--- config.mk ---
export PLATFORM = sky130hd
export DESIGN_NAME = fifo_write_ctrl
export DESIGN_NICKNAME = d
export VERILOG_FILES = /design/src/rtl/fifo_pkg.sv /design/src/rtl/skid_buf2.sv /design/src/rtl/fifo_write_ctrl.sv
export SDC_FILE = /design/constraint.sdc
export NUM_CORES = 1
export LEC_CHECK = 0
export ABC_AREA = 0
export BUFFER_PORTS_ARGS = -buffer_cell sky130_fd_sc_hd__buf_4
export CAP_MARGIN = 20
export CORE_MARGIN = 5
export CORE_UTILIZATION = 50
export CTS_CLUSTER_SIZE = 24
export DETAILED_ROUTE_END_ITERATION = 12
export PLACE_DENSITY = 0.81
export SLEW_MARGIN = 15
export SYNTH_ARGS = -nofsm -noshare
export SYNTH_HDL_FRONTEND = slang
export SYNTH_SLANG_ARGS = --single-unit
--- constraint.sdc ---
create_clock -name write_clk -period 4.23 [get_ports write_clk]
set_input_delay 0.2115 -clock write_clk [delete_from_list [all_inputs] [get_ports write_clk]]
set_output_delay 0.2115 -clock write_clk [all_outputs]
set_load 0.05 [all_outputs]
--- src/rtl/fifo_pkg.sv ---
// rtl/fifo_pkg.sv - shared constants and state encoding for the FIFO write-side feeder
package fifo_pkg;

  localparam int DW      = 4;
  localparam int DEF_LEN = 8;

  typedef enum logic [1:0] {
    ST_IDLE  = 2'd0,
    ST_RUN   = 2'd1,
    ST_DRAIN = 2'd2
  } state_e;

endpackage

--- src/rtl/skid_buf2.sv ---
// rtl/skid_buf2.sv - 2-entry push/pop buffer with a registered head entry
module skid_buf2 #(
  parameter int DW = 4
) (
  input  logic          i_clk,
  input  logic          i_rst,
  input  logic          i_push,
  input  logic [DW-1:0] i_data,
  input  logic          i_pop,
  output logic [DW-1:0] o_head,
  output logic          o_full,
  output logic          o_empty
);

  logic [DW-1:0] r_head;
  logic [DW-1:0] r_tail;
  logic [1:0]    r_cnt;
  logic          w_push;
  logic          w_pop;

  assign o_full  = (r_cnt == 2'd2);
  assign o_empty = (r_cnt == 2'd0);
  assign o_head  = r_head;

  assign w_push = i_push && !o_full;
  assign w_pop  = i_pop && !o_empty;

  always_ff @(posedge i_clk) begin
    if (i_rst) begin
      r_head <= '0;
      r_tail <= '0;
      r_cnt  <= 2'd0;
    end else begin
      case ({w_push, w_pop})
        2'b10: begin
          if (r_cnt == 2'd0) r_head <= i_data;
          else               r_tail <= i_data;
          r_cnt <= r_cnt + 2'd1;
        end
        2'b01: begin
          r_head <= r_tail;
          r_cnt  <= r_cnt - 2'd1;
        end
        // Push and pop together: occupancy holds, the new word lands behind any survivor.
        2'b11: begin
          if (r_cnt == 2'd1) begin
            r_head <= i_data;
          end else begin
            r_head <= r_tail;
            r_tail <= i_data;
          end
        end
        default: ;
      endcase
    end
  end

endmodule

--- src/rtl/fifo_write_ctrl.sv ---
// rtl/fifo_write_ctrl.sv - burst-framed FIFO write feeder; SEQ_CHECK_EN adds a sequence checker
module fifo_write_ctrl
  import fifo_pkg::*;
#(
  parameter int DW      = fifo_pkg::DW,
  parameter int CNT_W   = 8,
  parameter int DEF_LEN = fifo_pkg::DEF_LEN
) (
  input  logic             write_clk,
  input  logic             rst,
  input  logic             start_i,
  input  logic [CNT_W-1:0] len_i,
  input  logic             s_valid,
  input  logic [DW-1:0]    s_data,
  output logic             s_ready,
  input  logic             writable,
  output logic             we,
  output logic             din_a,
  output logic             din_b,
  output logic             din_c,
  output logic             din_d,
  output logic             busy_o,
  output logic             done_o,
  output logic [CNT_W-1:0] wr_count_o
`ifdef SEQ_CHECK_EN
  ,
  output logic             seq_err_o
`endif
);

  state_e           r_state;
  logic [CNT_W-1:0] r_target;
  logic [CNT_W-1:0] r_acc;
  logic [CNT_W-1:0] r_wr_count;

  logic [DW-1:0]    w_head;
  logic             w_full;
  logic             w_empty;
  logic             w_busy;
  logic             w_s_ready;
  logic             w_push;
  logic             w_we;
  logic             w_last_wr;
  logic             w_start;

  assign w_busy    = (r_state != ST_IDLE);
  assign w_start   = (r_state == ST_IDLE) && start_i;
  assign w_s_ready = !rst && (r_state == ST_RUN) && !w_full && (r_acc < r_target);
  assign w_push    = s_valid && w_s_ready;
  // No write may escape in the reset cycle, so the write strobe is gated by rst directly.
  assign w_we      = !rst && w_busy && !w_empty && writable;
  assign w_last_wr = w_we && (r_wr_count == (r_target - CNT_W'(1)));

  skid_buf2 #(
    .DW(DW)
  ) u_skid (
    .i_clk   (write_clk),
    .i_rst   (rst),
    .i_push  (w_push),
    .i_data  (s_data),
    .i_pop   (w_we),
    .o_head  (w_head),
    .o_full  (w_full),
    .o_empty (w_empty)
  );

  always_ff @(posedge write_clk) begin
    if (rst) begin
      r_state    <= ST_IDLE;
      r_target   <= '0;
      r_acc      <= '0;
      r_wr_count <= '0;
    end else begin
      if (w_we)   r_wr_count <= r_wr_count + CNT_W'(1);
      if (w_push) r_acc      <= r_acc + CNT_W'(1);
      case (r_state)
        ST_IDLE: begin
          if (start_i) begin
            r_target   <= (len_i == '0) ? CNT_W'(DEF_LEN) : len_i;
            r_acc      <= '0;
            r_wr_count <= '0;
            r_state    <= ST_RUN;
          end
        end
        ST_RUN: begin
          if (w_push && (r_acc == (r_target - CNT_W'(1)))) r_state <= ST_DRAIN;
        end
        ST_DRAIN: begin
          if (w_last_wr) r_state <= ST_IDLE;
        end
        default: r_state <= ST_IDLE;
      endcase
    end
  end

`ifdef SEQ_CHECK_EN
  logic [DW-1:0] r_prev;
  logic          r_have_prev;
  logic          r_seq_err;

  always_ff @(posedge write_clk) begin
    if (rst) begin
      r_prev      <= '0;
      r_have_prev <= 1'b0;
      r_seq_err   <= 1'b0;
    end else if (w_start) begin
      r_have_prev <= 1'b0;
      r_seq_err   <= 1'b0;
    end else if (w_push) begin
      r_prev      <= s_data;
      r_have_prev <= 1'b1;
      if (r_have_prev && (s_data != (r_prev + DW'(1)))) r_seq_err <= 1'b1;
    end
  end

  assign seq_err_o = r_seq_err;
`endif

  assign s_ready    = w_s_ready;
  assign we         = w_we;
  assign din_a      = w_head[0];
  assign din_b      = w_head[1];
  assign din_c      = w_head[2];
  assign din_d      = w_head[3];
  assign busy_o     = w_busy;
  assign done_o     = w_last_wr;
  assign wr_count_o = r_wr_count;

endmodule

After elaboration in Yosys (flattened, before gate mapping)
Cells that the tools add are included.
Cells by class
  add/sub/neg operators: 5
  $lt $le $gt $ge: 1
  equality and inequality tests: 15
  multiplexer cells: 18
  reductions and logical operators: 25
Operator list (number)
  2-to-1 mux 8 bit: 7
  adder 8 x 1 -> 8 bit (second input constant): 2
  equality test 8 bit: 2
  2-to-1 mux 4 bit: 4
  case mux 4 bit (3 select lines): 1
  logical AND 1 bit: 11
  equality test 2 bit (second input constant): 4
  logical NOT 8 bit: 1
  < comparator 8 bit: 1
  != test 2 bit (second input constant): 4
  case mux 4 bit (2 select lines): 1
  subtractor 8 x 1 -> 8 bit (second input constant): 1
  equality test 2 x 1 -> 1 bit (second input constant): 3
  2-to-1 mux 2 bit: 3
  case mux 2 bit (3 select lines): 1
  AND reduction 3 bit: 2
  nonzero test 2 bit: 3
  logical NOT 2 bit: 2
  != test 2 x 1 -> 1 bit (second input constant): 2
  case mux 2 bit (2 select lines): 1
  AND reduction 2 bit: 2
  logical NOT 1 bit: 3
  nonzero test 3 bit: 1
  adder 2 x 1 -> 2 bit (second input constant): 1
  subtractor 2 x 1 -> 2 bit (second input constant): 1
Word-level totals
  register bits: 36
  bits of input ports: 17
  output and inout bits: 16
  logic and storage cells: 71

Longest topological paths before layout
Gate-level depths: netlist of the first run.
  depth after elaboration: 9
  mapped depth: 14
  mapped depth without buffers: 12

By module
A second synthesis of the first run with hierarchy kept.
Second synthesis, totals
  cell total of the unflattened synthesis: 287
  area total of the unflattened synthesis: 2378.5 µm²
Modules (own cells, without submodules)
  fifo_write_ctrl: times used 1, cells an instance 219, area each 1781.7 µm², seq. area each 520.5 µm²
  skid_buf2: times used 1, cells an instance 68, area each 596.8 µm², seq. area each 200.2 µm²

Worst setup path before layout of the first run
OpenSTA, ideal clock, no wires.
  path kind: reg-to-reg
  start: reg r_target[5]
  end: reg u_skid.r_head[0] (netlist: u_skid.o_head[0])
  library setup time: 121 ps
  arrival: 3036 ps
  data required time: 4109 ps
  path slack: 1073 ps
  stages on the path, launching flop included: 15
  path buffers: 2
  clock period less this slack: 3157 ps
  cell sequence: dfxtp_1 clkbuf_1 inv_1 ha_1 nand3_1 a21boi_0 or3b_2 clkbuf_1 nor2_1 inv_1 ha_1 o2111a_1 a22oi_1 nor2_1 mux2_2
Between the ends
  cells in the longest elaborated chain, start to end: 7
  elaborated cells between the ends (all ways): 11
  classes of those cells: order compare (1); eq/ne (4); mux (1); reduce/logical (5)
Ends and longest elaborated chain
  start, declared: RTL line fifo_write_ctrl.sv:32  | logic [CNT_W-1:0] r_target;
  start signal, assigned: RTL line fifo_write_ctrl.sv:79  | r_target <= (len_i == '0) ? CNT_W'(DEF_LEN) : len_i;
  < comparator 8 bit (*): RTL line fifo_write_ctrl.sv:48  | assign w_s_ready = !rst && (r_state == ST_RUN) && !w_full && (r_acc < r_target);
  logical AND 1 bit (*): RTL line fifo_write_ctrl.sv:48
  logical AND 1 bit (*): RTL line fifo_write_ctrl.sv:49  | assign w_push = s_valid && w_s_ready;
  logical AND 1 bit (*): RTL line skid_buf2.sv:25  | assign w_push = i_push && !o_full;
  equality test 2 bit / equality test 2 x 1 -> 1 bit (equally long branches): RTL line skid_buf2.sv:34  | case ({w_push, w_pop})
  != test 2 x 1 -> 1 bit (no source line) / nonzero test 3 bit (equally long branches)
  AND reduction 2 bit (no source line)
  end signal, assigned: RTL line skid_buf2.sv:36  | if (r_cnt == 2'd0) r_head <= i_data;
  end signal, assigned: RTL line skid_buf2.sv:41  | r_head <= r_tail;
  end signal, assigned: RTL line skid_buf2.sv:47  | r_head <= i_data;
  end, declared: RTL line skid_buf2.sv:15  | logic [DW-1:0] r_head;
Every way passes the cells marked *; elsewhere a longest branch is shown, timed or not.
A chain may end at the register's enable or synchronous reset.

Worst setup path after layout of the first run
  start: reg r_target[5]
  end: reg u_skid.r_head[1] (netlist: u_skid.o_head[1])
The elaborated chain is that of the path after synthesis.

==> summary.md, run 1 <==
| Metric | Value |
|---|---|
| Status | `finished, final reports clean` |
| Utilization after layout | `60.0%` |
| WP data arrival | `~3.6 ns` |
| Synth warn | `0` |
| GPL Wtd Cong | `0.885` |
| Non-Filler Instances | `397` |
| Setup TNS | `0 ns` |
| Die width | `80.3 um` |
| H-tree levels | `2` |
| Cell Area, Synth | `0.00247 mm^2` |
| DRT iter0 DRCs | `115` |
| Placed insts | `389` |
| Global route overflow | `0` |
| Setup Skew | `around 0.0068 ns` |
| Worst-path cell chain | `inv_1 > ha_1 > nand3_1 > a21boi_0 > or3b_2 > nor2_1 > inv_1 > ha_1 > o2111a_1 > a22oi_1 > nor2_1 > mux2_2` |
| Final hold vios | `0` |
| Initial Util | `52.0%` |
| Via count | `2,247` |
| Total power | `0.873 mW` |
| Power Dens Cells | `306 mW/mm^2` |
| Hold Crit Class | `input pin to flop` |
| Fmax | `0.292 GHz` |
| Share of layout cells above drive strength 1 | `15.2%` |
| Vias in the first global route | `around 2,100` |
| Num rows | `25` |
| Setup Viol. Count Final | `0` |
| Nets | `~360` |
| Clock latency on the worst-skew pair | `0.29 ns` |
| Hold slack | `0.162 ns` |
| Post-synth cell types | `48` |
| Io pins | `33` |
| Bufs on Longest Clock Path | `2` |
| Seq cells post-synth | `36` |
| Critical path type | `flop to flop` |
| Crit start category | `flop` |
| Root buffer cell | `clkbuf_8` |
| Layout area overhead | `15.4%` |
| Post-layout minimum cycle time | `~3.4 ns` |
| Worst-Margin Slew | `0.781 ns` |
| # clock sinks | `36` |
| Via density per instance | `5.66` |
| CP max-delay cell | `or3b_2` |
| Max-slew violation count | `0` |
| Die area | `around 0.0065 mm^2` |
| Mean Syn Cell Area | `8.11 um^2` |
| Hold Buf Count CTS | `0` |
| Part of the cycle the worst path needs | `81.0%` |
| Crit Path Max Fanout | `11` |
| Synthesized Nets | `roughly 340` |
| Routed Antenna Nets | `0` |
| First-pass GRT wire length | `10,100 um` |
| Crit-path max cell delay | `0.60 ns` |
| Number of max-cap violations | `0` |
| Clock slew at reported path FFs | `0.08 ns` |
| Die height | `~80 um` |
| Gr usage total | `19.8%` |
| Metal3 WL | `271 um` |
| Remaining DRCs | `0` |
| Drt first pass iters | `5` |
| Rel. slew slack | `47.4%` |
| Met2 routed WL | `2880 um` |
| Antenna violations before repair | `0` |
| Unrepaired setup endpoints after global routing | `no` |
| Worst setup EP type | `flop` |
| WL per Instance | `14.8 um` |
| Dpl hpwl | `4420 um` |
| Critical path buffer and inverter count | `2` |
| Leakage | `1.15 nW` |
| Top layer reached by signal wires | `met4` |
| Total inserted antenna cells | `0` |
| Req. time, crit path | `4.41 ns` |
| Seq/Total Area, Yosys | `29.1%` |
| DRT met1 WL | `2670 um` |
| TritonCTS Buffers | `5` |
| Routed wire length | `5880 um` |
| Post-CTS Setup Repair Bufs | `0` |
| Buffers on Ports | `32` |
| Top delay family on crit path | `simple AND/OR/NAND/NOR gates` |
| Largest net degree at the start of global routing | `30` |
| CTS tree | `built` |
| # resized after CTS | `0` |
| VDD IR max | `0.238 mV` |
| Area of the core | `0.00475 mm^2` |
| Mapped Cells | `305` |
-- metrics by stage --
| stage | setup WS, ns | cell area (um^2) |
|---|---|---|
| finish | 0.805 | 2850 |
| global route | 0.643 | 2850 |
| CTS | 0.859 | 2850 |
| detailed placement | 0.898 | 2730 |
| global placement | 1.08 | 2730 |
| floorplan | 1.07 | 2470 |
-- routing by layer --
metal,up-vias,global-route usage [%]
met5,-,0
met4,0,5.41
met3,6,4.15
met2,59,33.3
met1,1071,25.5
li1,1111,-
-- cell usage after synthesis (all sizes together) --
master / number / area (um^2)
nand2b: 4 / 25.0
and3: 1 / 6.26
nor4b: 3 / 26.3
ha: 17 / 213
xor3: 1 / 23.8
nor2b: 7 / 43.8
nand4: 9 / 56.3
buf: 4 / 28.8
xor2: 9 / 78.8
or4: 3 / 26.3
and2: 2 / 12.5
inv: 20 / 75.1
o22ai: 2 / 12.5
clkbuf: 11 / 41.3
a31oi: 2 / 12.5
mux2i: 9 / 90.1
nand3: 10 / 50.1
a22oi: 4 / 30.0
dfxtp: 36 / 721
o21ai: 6 / 30.0
or3b: 2 / 20.0
xnor3: 2 / 45.0
a21boi: 2 / 15.0
mux2: 4 / 45.0
a21oi: 21 / 105
a22o: 1 / 8.76
a211oi: 2 / 15.0
xnor2: 18 / 158
o31ai: 1 / 7.51
or3: 4 / 25.0
nor4: 8 / 62.6
nor2: 30 / 113
a31o: 1 / 8.76
a41oi: 1 / 8.76
o2111ai: 1 / 8.76
a21o: 2 / 15.0
nand2: 33 / 124
o41a: 1 / 11.3
nor3: 7 / 40.0
o2111a: 1 / 11.3
nor3b: 1 / 7.51
o211ai: 2 / 15.0
-- worst min-delay path, stage by stage --
cell and delay, ns:
buf_4 0.09, mux2i_1 0.05, nor2_1 0.07
-- area by class of cell --
cell class                      count  area (um^2)
Tap cell                           67         83.8
Clock buffer                        7         96.3
Sequential cell                    36          721
Clock inverter                      1         30.0
Fill cell                         450         1900
Inverter                           20         75.1
Multi-Input combinational cell    234         1610
Timing Repair Buffer               32          240
-- cell families after synthesis --
| family | count (synthesis) | share of synthesized area [%] |
|---|---|---|
| muxes | 13 | 5.47 |
| buffers and inverters | 35 | 5.87 |
| DFF | 36 | 29.1 |
| xor gates and xnor gates | 30 | 12.3 |
| AOI/OAI and AO/OA | 50 | 12.8 |
| and+or+nand+nor | 124 | 25.8 |
| adders and majority gates | 17 | 8.60 |
-- power breakdown --
part | total [mW] | internal [mW] | switching [mW] | leakage, nW
combinational | 0.174 | 0.0751 | 0.0988 | 0.796
sequential | 0.363 | 0.348 | 0.0151 | 0.292
clock | 0.337 | 0.208 | 0.129 | 0.0645
-- state kept, by name (all words and copies together), names as in the netlist --
signal         cells
r_acc              8
r_target           8
wr_count_o         8
u_skid.o_head      4
u_skid.r_tail      4
r_state            2
u_skid.r_cnt       2
-- final timing paths --
kind	startpoint	end	slack, ns	cells after the start
setup / recovery	r_target[5]	u_skid.o_head[1]	0.81	12
setup reg to reg	r_target[5]	u_skid.o_head[1]	0.81	12
hold / removal	s_data[1]	u_skid.r_tail[1]	0.16	3
hold reg to reg	u_skid.r_tail[1]	u_skid.r_tail[1]	0.50	2
-- cell usage in the layout, fill, tap and decap left out, types with 7 or more instances in the layout --
cell	count
a21oi_1	21
ha_1	17
buf_4	32
clkbuf_8	7
inv_1	20
dfxtp_1	36
nor2_1	30
nand3_1	10
mux2i_1	9
nor2b_1	7
nand2_1	33
xor2_1	9
xnor2_1	18
nand4_1	9
(Power assumes the default switching activity.)
==> run 2: changes to the inputs <==
Settings changed: PLACE_DENSITY 0.81 to 0.83.
Clock period 4.23 ns to 2.96 ns, I/O delays scaled along.
==> run 2 against run 1 <==
Sequential share of layout area down 0.85 points; die area unchanged; non-clock buffer count up 15; routed wire length is 7.9% higher; sequential power up 39%; cell count increased by 3.5%; combinational power grew 64%; critical path depth is 2 lower; via count up 2.2%; total power is 30% higher; first-iteration DRC count grew 70%; largest power group unchanged; critical endpoint is now done_o.
==> summary.md, run 2 (synthesis results as in run 1) <==
| Metric | Value |
|---|---|
| Total inserted antenna cells | `0 (unchanged)` |
| Num rows | `25 (unchanged)` |
| Dpl hpwl | `4830 um (+9.4%)` |
| CTS tree | `built` |
| Hold Crit Class | `input pin to flop` |
| Non-Filler Instances | `411 (+3.5%)` |
| Rel. slew slack | `48.8% (+1.3 points)` |
| Power Dens Cells | `385 mW/mm^2 (+26%)` |
| Critical path type | `flop to primary output` |
| Post-layout minimum cycle time | `2.80 ns` |
| Crit Path Max Fanout | `4 (-7)` |
| Routed Antenna Nets | `0 (unchanged)` |
| Status | `finished, final reports clean` |
| Worst setup EP type | `primary output` |
| Via density per instance | `5.59 (-1.3%)` |
| Bufs on Longest Clock Path | `2 (unchanged)` |
| Via count | `2,297 (+2.2%)` |
| Routed wire length | `6350 um (+7.9%)` |
| Final hold vios | `0 (unchanged)` |
| Global route overflow | `0 (unchanged)` |
| Die width | `80.3 um (unchanged)` |
| Gr usage total | `21.1% (+1.4 points)` |
| Part of the cycle the worst path needs | `94.5%` |
| # clock sinks | `36 (unchanged)` |
| WL per Instance | `15.4 um (+4.3%)` |
| Die height | `80.3 um (unchanged)` |
| Number of max-cap violations | `0 (unchanged)` |
| Setup Viol. Count Final | `0 (unchanged)` |
| WP data arrival | `2.65 ns (-0.96 ns)` |
| Io pins | `33 (unchanged)` |
| First-pass GRT wire length | `10,600 um (+5.1%)` |
| Buffers on Ports | `32 (unchanged)` |
| Layout area overhead | `19.4%` |
| H-tree levels | `2 (unchanged)` |
| Share of layout cells above drive strength 1 | `19.8% (+4.6 points)` |
| Max-slew violation count | `0 (unchanged)` |
| Clock latency on the worst-skew pair | `0.30 ns (about the same)` |
| Initial Util | `52.0% (unchanged)` |
| Crit start category | `flop` |
| Req. time, crit path | `2.81 ns (-1.60 ns)` |
| Fmax | `0.357 GHz` |
| Hold Buf Count CTS | `0 (unchanged)` |
| Area of the core | `0.00475 mm^2 (unchanged)` |
| Die area | `0.00645 mm^2 (unchanged)` |
| Setup Skew | `0.00557 ns (-0.00126 ns)` |
| VDD IR max | `0.277 mV (+16%)` |
| Remaining DRCs | `0 (unchanged)` |
| Hold slack | `0.0966 ns (-0.0652 ns)` |
| TritonCTS Buffers | `5 (unchanged)` |
| Clock slew at reported path FFs | `0.07 ns (about the same)` |
| Most frequent cells in the layout | `buf_4, dfxtp_1, nand2_1, nor2_1, a21oi_1` |
| Drt first pass iters | `5 (unchanged)` |
| Vias in the first global route | `2,207 (+2.8%)` |
| Antenna violations before repair | `0 (unchanged)` |
| Root buffer cell | `clkbuf_8` |
| DRT iter0 DRCs | `195 (+70%)` |
| Largest net degree at the start of global routing | `29 (-3.3%)` |
| Commonest non-fill, non-tap cell in the layout | `buf_4` |
| Nets | `378 (+4.1%)` |
| Placed insts | `403 (+3.6%)` |
| GPL Wtd Cong | `0.990 (+12%)` |
| Leakage | `1.20 nW (+4.2%)` |
| Worst-Margin Slew | `0.761 ns (-0.0200 ns)` |
[run 2: changes by cell type in the layout (fill, tap and decap cells not counted), sizes merged]
cell / delta
clkinv: +1
buf: +15
clkinvlp: +1
clkbuf: -2
bufinv: -1
[run 2: path summary, 6_finish.rpt]
path / cells after the start / slack, ns / to / start
worst max-delay path: 10 / 0.16 / done_o / u_skid.r_cnt[0]
worst min register to register: 2 / 0.50 / u_skid.r_tail[3] / u_skid.r_tail[3]
worst min-delay path: 3 / 0.1 / u_skid.r_tail[0] / s_data[0]
worst max register to register: 12 / 0.19 / u_skid.o_head[0] / r_target[6]
[run 2: timing repair]
action / CTS / global route
buffers inserted: 0 / 1
gates resized for setup: 1 / 4
pin swaps: 0 / 2
endpoints found under the setup margin: 1 / 5
[run 2: layout make-up]
cell class                      instances  area (um^2)
Sequential cell                        36          721
Clock inverter                          2         12.5
Clock buffer                            5         68.8
Timing Repair Buffer                   47          357
Inverter                               20         75.1
Multi-Input combinational cell        234         1630
Fill cell                             421         1800
Tap cell                               67         83.8
[run 2: critical path, stage by stage (launching register included)]
cell and delay (ns):
dfxtp_1 0.38, inv_1 0.08, ha_1 0.25, nand2b_1 0.23
nor2_2 0.18, nand2_1 0.15, inv_1 0.12, nand3_1 0.07
or4_1 0.53, nor4_4 0.18, buf_6 0.20
[run 2: stage by stage]
stage	worst slack, ns	power [mW]	utilization, %	TNS (ns)	instance area, um^2
after global routing	-0.00898	1.19	62.1	-0.00898	2950
after detailed placement	0.0942	0.796	59.9	0	2850
after floorplan	0.0104	0.720	-	0	2490
final	0.162	1.14	62.1	0	2950
after global placement	0.245	0.787	59.9	0	2850
after CTS	0.0304	1.14	61.7	0	2930
[run 2: routing by layer]
metal / track usage (%) / wire length [um] / vias to the layer above
met5: 0 / 0 / -
met4: 7.77 / 112 / 0
met3: 3.59 / 473 / 9
met2: 34.4 / 3000 / 88
met1: 27.9 / 2760 / 1058
li1: - / - / 1142
[run 2: power by group]
part           switching, mW  total, mW  internal [mW]
combinational          0.164      0.286          0.122
sequential           0.00937      0.506          0.497
clock                  0.185      0.345          0.159
==> run 3: changes to the inputs <==
Settings changed: PLACE_DENSITY 0.83 to 0.81.
Clock period 2.96 ns to 2.7 ns, I/O delays scaled along.
==> run 3 against run 2 <==
Sequential power rose by 9.7%; global-route usage is 0.30 points lower; critical path type unchanged; setup slack got worse by 0.11 ns; largest power group unchanged; die area unchanged; clock skew increased by 0.0050 ns; total power is 17% higher; design area is 4.5% higher; core utilization increased by 2.8 points; first-iteration DRC count fell by 20%; critical path depth is 3 lower; register-to-register slack worse by 0.09 ns; routed wire length is 1.4% higher.
==> summary.md, run 3 (synthesis results as in run 1) <==
| Metric | Value |
|---|---|
| Worst-Margin Slew | `0.698 ns (-0.0629 ns)` |
| Bufs on Longest Clock Path | `2 (unchanged)` |
| Fmax | `~0.38 GHz` |
| Rel. slew slack | `53.0% (+4.2 points)` |
| # clock sinks | `36 (unchanged)` |
| Routed wire length | `6430 um (+1.4%)` |
| VDD IR max | `0.274 mV (-0.88%)` |
| Dpl hpwl | `4900 um (+1.4%)` |
| Leakage | `1.27 nW (+5.6%)` |
| Share of layout cells above drive strength 1 | `24.7% (+4.9 points)` |
| Die height | `80.3 um (unchanged)` |
| Remaining DRCs | `0 (unchanged)` |
| Nets | `385 (+1.9%)` |
| Area of the core | `0.00475 mm^2 (unchanged)` |
| WP data arrival | `2.51 ns (-0.14 ns)` |
| Psw | `0.427 mW (+19%)` |
| Largest net degree at the start of global routing | `19 (-34%)` |
| Root buffer cell | `clkbuf_8` |
| Reg power frac | `41.8% (-2.7 points)` |
| Status | `finished, final reports clean` |
| Post-route cell area | `0.00308 mm^2 (+4.5%)` |
| Number of max-cap violations | `0 (unchanged)` |
| Initial Util | `52.0% (unchanged)` |
| Part of the cycle the worst path needs | `slightly below 100%` |
| Commonest non-fill, non-tap cell in the layout | `buf_4` |
| Setup Skew | `0.0105 ns (+0.00496 ns)` |
| Post-layout minimum cycle time | `approximately 2.6 ns` |
| Non-Filler Instances | `419 (+1.9%)` |
| Crit start category | `flop` |
| Worst setup EP type | `primary output` |
| DRT iter0 DRCs | `156 (-20%)` |
| Antenna violations before repair | `0 (unchanged)` |
| Die area | `0.00645 mm^2 (unchanged)` |
| TritonCTS Buffers | `5 (unchanged)` |
| Gr usage total | `20.8% (-0.30 points)` |
| Final hold vios | `0 (unchanged)` |
| Crit Path Max Fanout | `9 (+5)` |
| Critical path type | `flop to primary output` |
| Switching share of power | `32.1% (+0.57 points)` |
| Vias in the first global route | `2,232 (+1.1%)` |
| CTS tree | `built` |
| GPL Wtd Cong | `0.943 (-4.7%)` |
| Internal Power | `0.902 mW (+16%)` |
| Clock slew at reported path FFs | `0.08 ns (about the same)` |
| Die width | `80.3 um (unchanged)` |
| Setup Viol. Count Final | `0 (unchanged)` |
| Layout area overhead | `24.7%` |
| Routed Antenna Nets | `0 (unchanged)` |
| Total inserted antenna cells | `0 (unchanged)` |
| Via density per instance | `5.63 (+0.70%)` |
| Hold Crit Class | `input pin to flop` |
| Drt first pass iters | `5 (unchanged)` |
| Utilization after layout | `64.8% (+2.8 points)` |
| Gate power share | `25.6% (+0.4 points)` |
| Clock network fraction of total power | `32.6% (+2.3 points)` |
| Req. time, crit path | `2.57 ns (-0.24 ns)` |
| H-tree levels | `2 (unchanged)` |
| Most frequent cells in the layout | `buf_4, dfxtp_1, nand2_1, nor2_1, a21oi_1` |
| Cell Area, Placed | `0.00291 mm^2 (+2.1%)` |
| Num rows | `25 (unchanged)` |
| Power Dens Cells | `431 mW/mm^2 (+12%)` |
| First-pass GRT wire length | `10,500 um (-1.4%)` |
| Buffers on Ports | `32 (unchanged)` |
| Io pins | `33 (unchanged)` |
| Global route overflow | `0 (unchanged)` |
| Max-slew violation count | `0 (unchanged)` |
| Hold slack | `0.0819 ns (-0.0146 ns)` |
| Placed insts | `408 (+1.2%)` |
| Via count | `2,358 (+2.7%)` |
| Clock latency on the worst-skew pair | `0.30 ns (about the same)` |
| WL per Instance | `15.4 um (-0.56%)` |
## run 3: cell count changes in the layout (fill, tap and decap cells not counted), moves of 2 or more
cell | before | now
dfxtp_2 | 0 | 2
dfxtp_1 | 36 | 34
inv_2 | 0 | 2
ha_2 | 0 | 2
ha_1 | 17 | 13
ha_4 | 0 | 2
inv_1 | 20 | 18
buf_4 | 46 | 53
## run 3: power groups by stage
stage / combinational [mW] / clock, mW / sequential, mW
floorplan: 0.223 / 0 / 0.572
global placement: 0.304 / 0 / 0.565
detailed placement: 0.311 / 0 / 0.566
CTS: 0.323 / 0.432 / 0.554
global route: 0.368 / 0.456 / 0.557
finish: 0.341 / 0.433 / 0.555
## run 3: timing repair
action / 4_1_cts / 5_1_grt
hold buffers: 0 / 0
endpoints found under the setup margin: 1 / 5
buffers inserted: 1 / 2
gates resized for setup: 6 / 9
pin swaps: 0 / 5
## run 3: worst paths after layout
path,from,end,slack [ns],depth (start not counted)
min,s_data[3],u_skid.r_tail[3],0.08,3
min reg2reg,u_skid.r_tail[1],u_skid.r_tail[1],0.50,2
max reg2reg,r_target[1],u_skid.o_head[2],0.10,12
max,r_target[2],done_o,0.05,7
## run 3: stage by stage
| step | TNS [ns] | setup slack (ns) | power [mW] |
|---|---|---|---|
| 5_1_grt | -0.0219 | -0.0116 | 1.38 |
| 3_5_place_dp | 0 | 0.0506 | 0.877 |
| 2_1_floorplan | 0 | 0.00870 | 0.794 |
| 6_report | 0 | 0.0502 | 1.33 |
| 4_1_cts | 0 | 0.0208 | 1.31 |
| 3_3_place_gp | 0 | 0.148 | 0.870 |
## run 3: critical path, stage by stage, from the launching register on
cell	delay (ns)
dfxtp_1	0.32
buf_4	0.17
or4_4	0.55
nor3_4	0.21
nor2_1	0.06
or4_4	0.44
nor4_4	0.28
buf_6	0.19
## run 3: cell type report
type | count | area [um^2]
clock buffers | 6 | 82.6
flip-flops and latches | 36 | 723
well taps | 67 | 83.8
inverters | 20 | 75.1
multi-input cells | 234 | 1690
repair buffers | 54 | 409
clock inverters | 2 | 15.0
fillers | 411 | 1670
## run 3: per-layer routing
| layer | track usage [%] | wire, um | vias up |
|---|---|---|---|
| met4 | 8.28 | 190 | 0 |
| met1 | 27.4 | 2890 | 1097 |
| met2 | 33.7 | 3000 | 87 |
| met5 | 0 | 0 | - |
| met3 | 3.59 | 356 | 19 |
| li1 | - | - | 1155 |
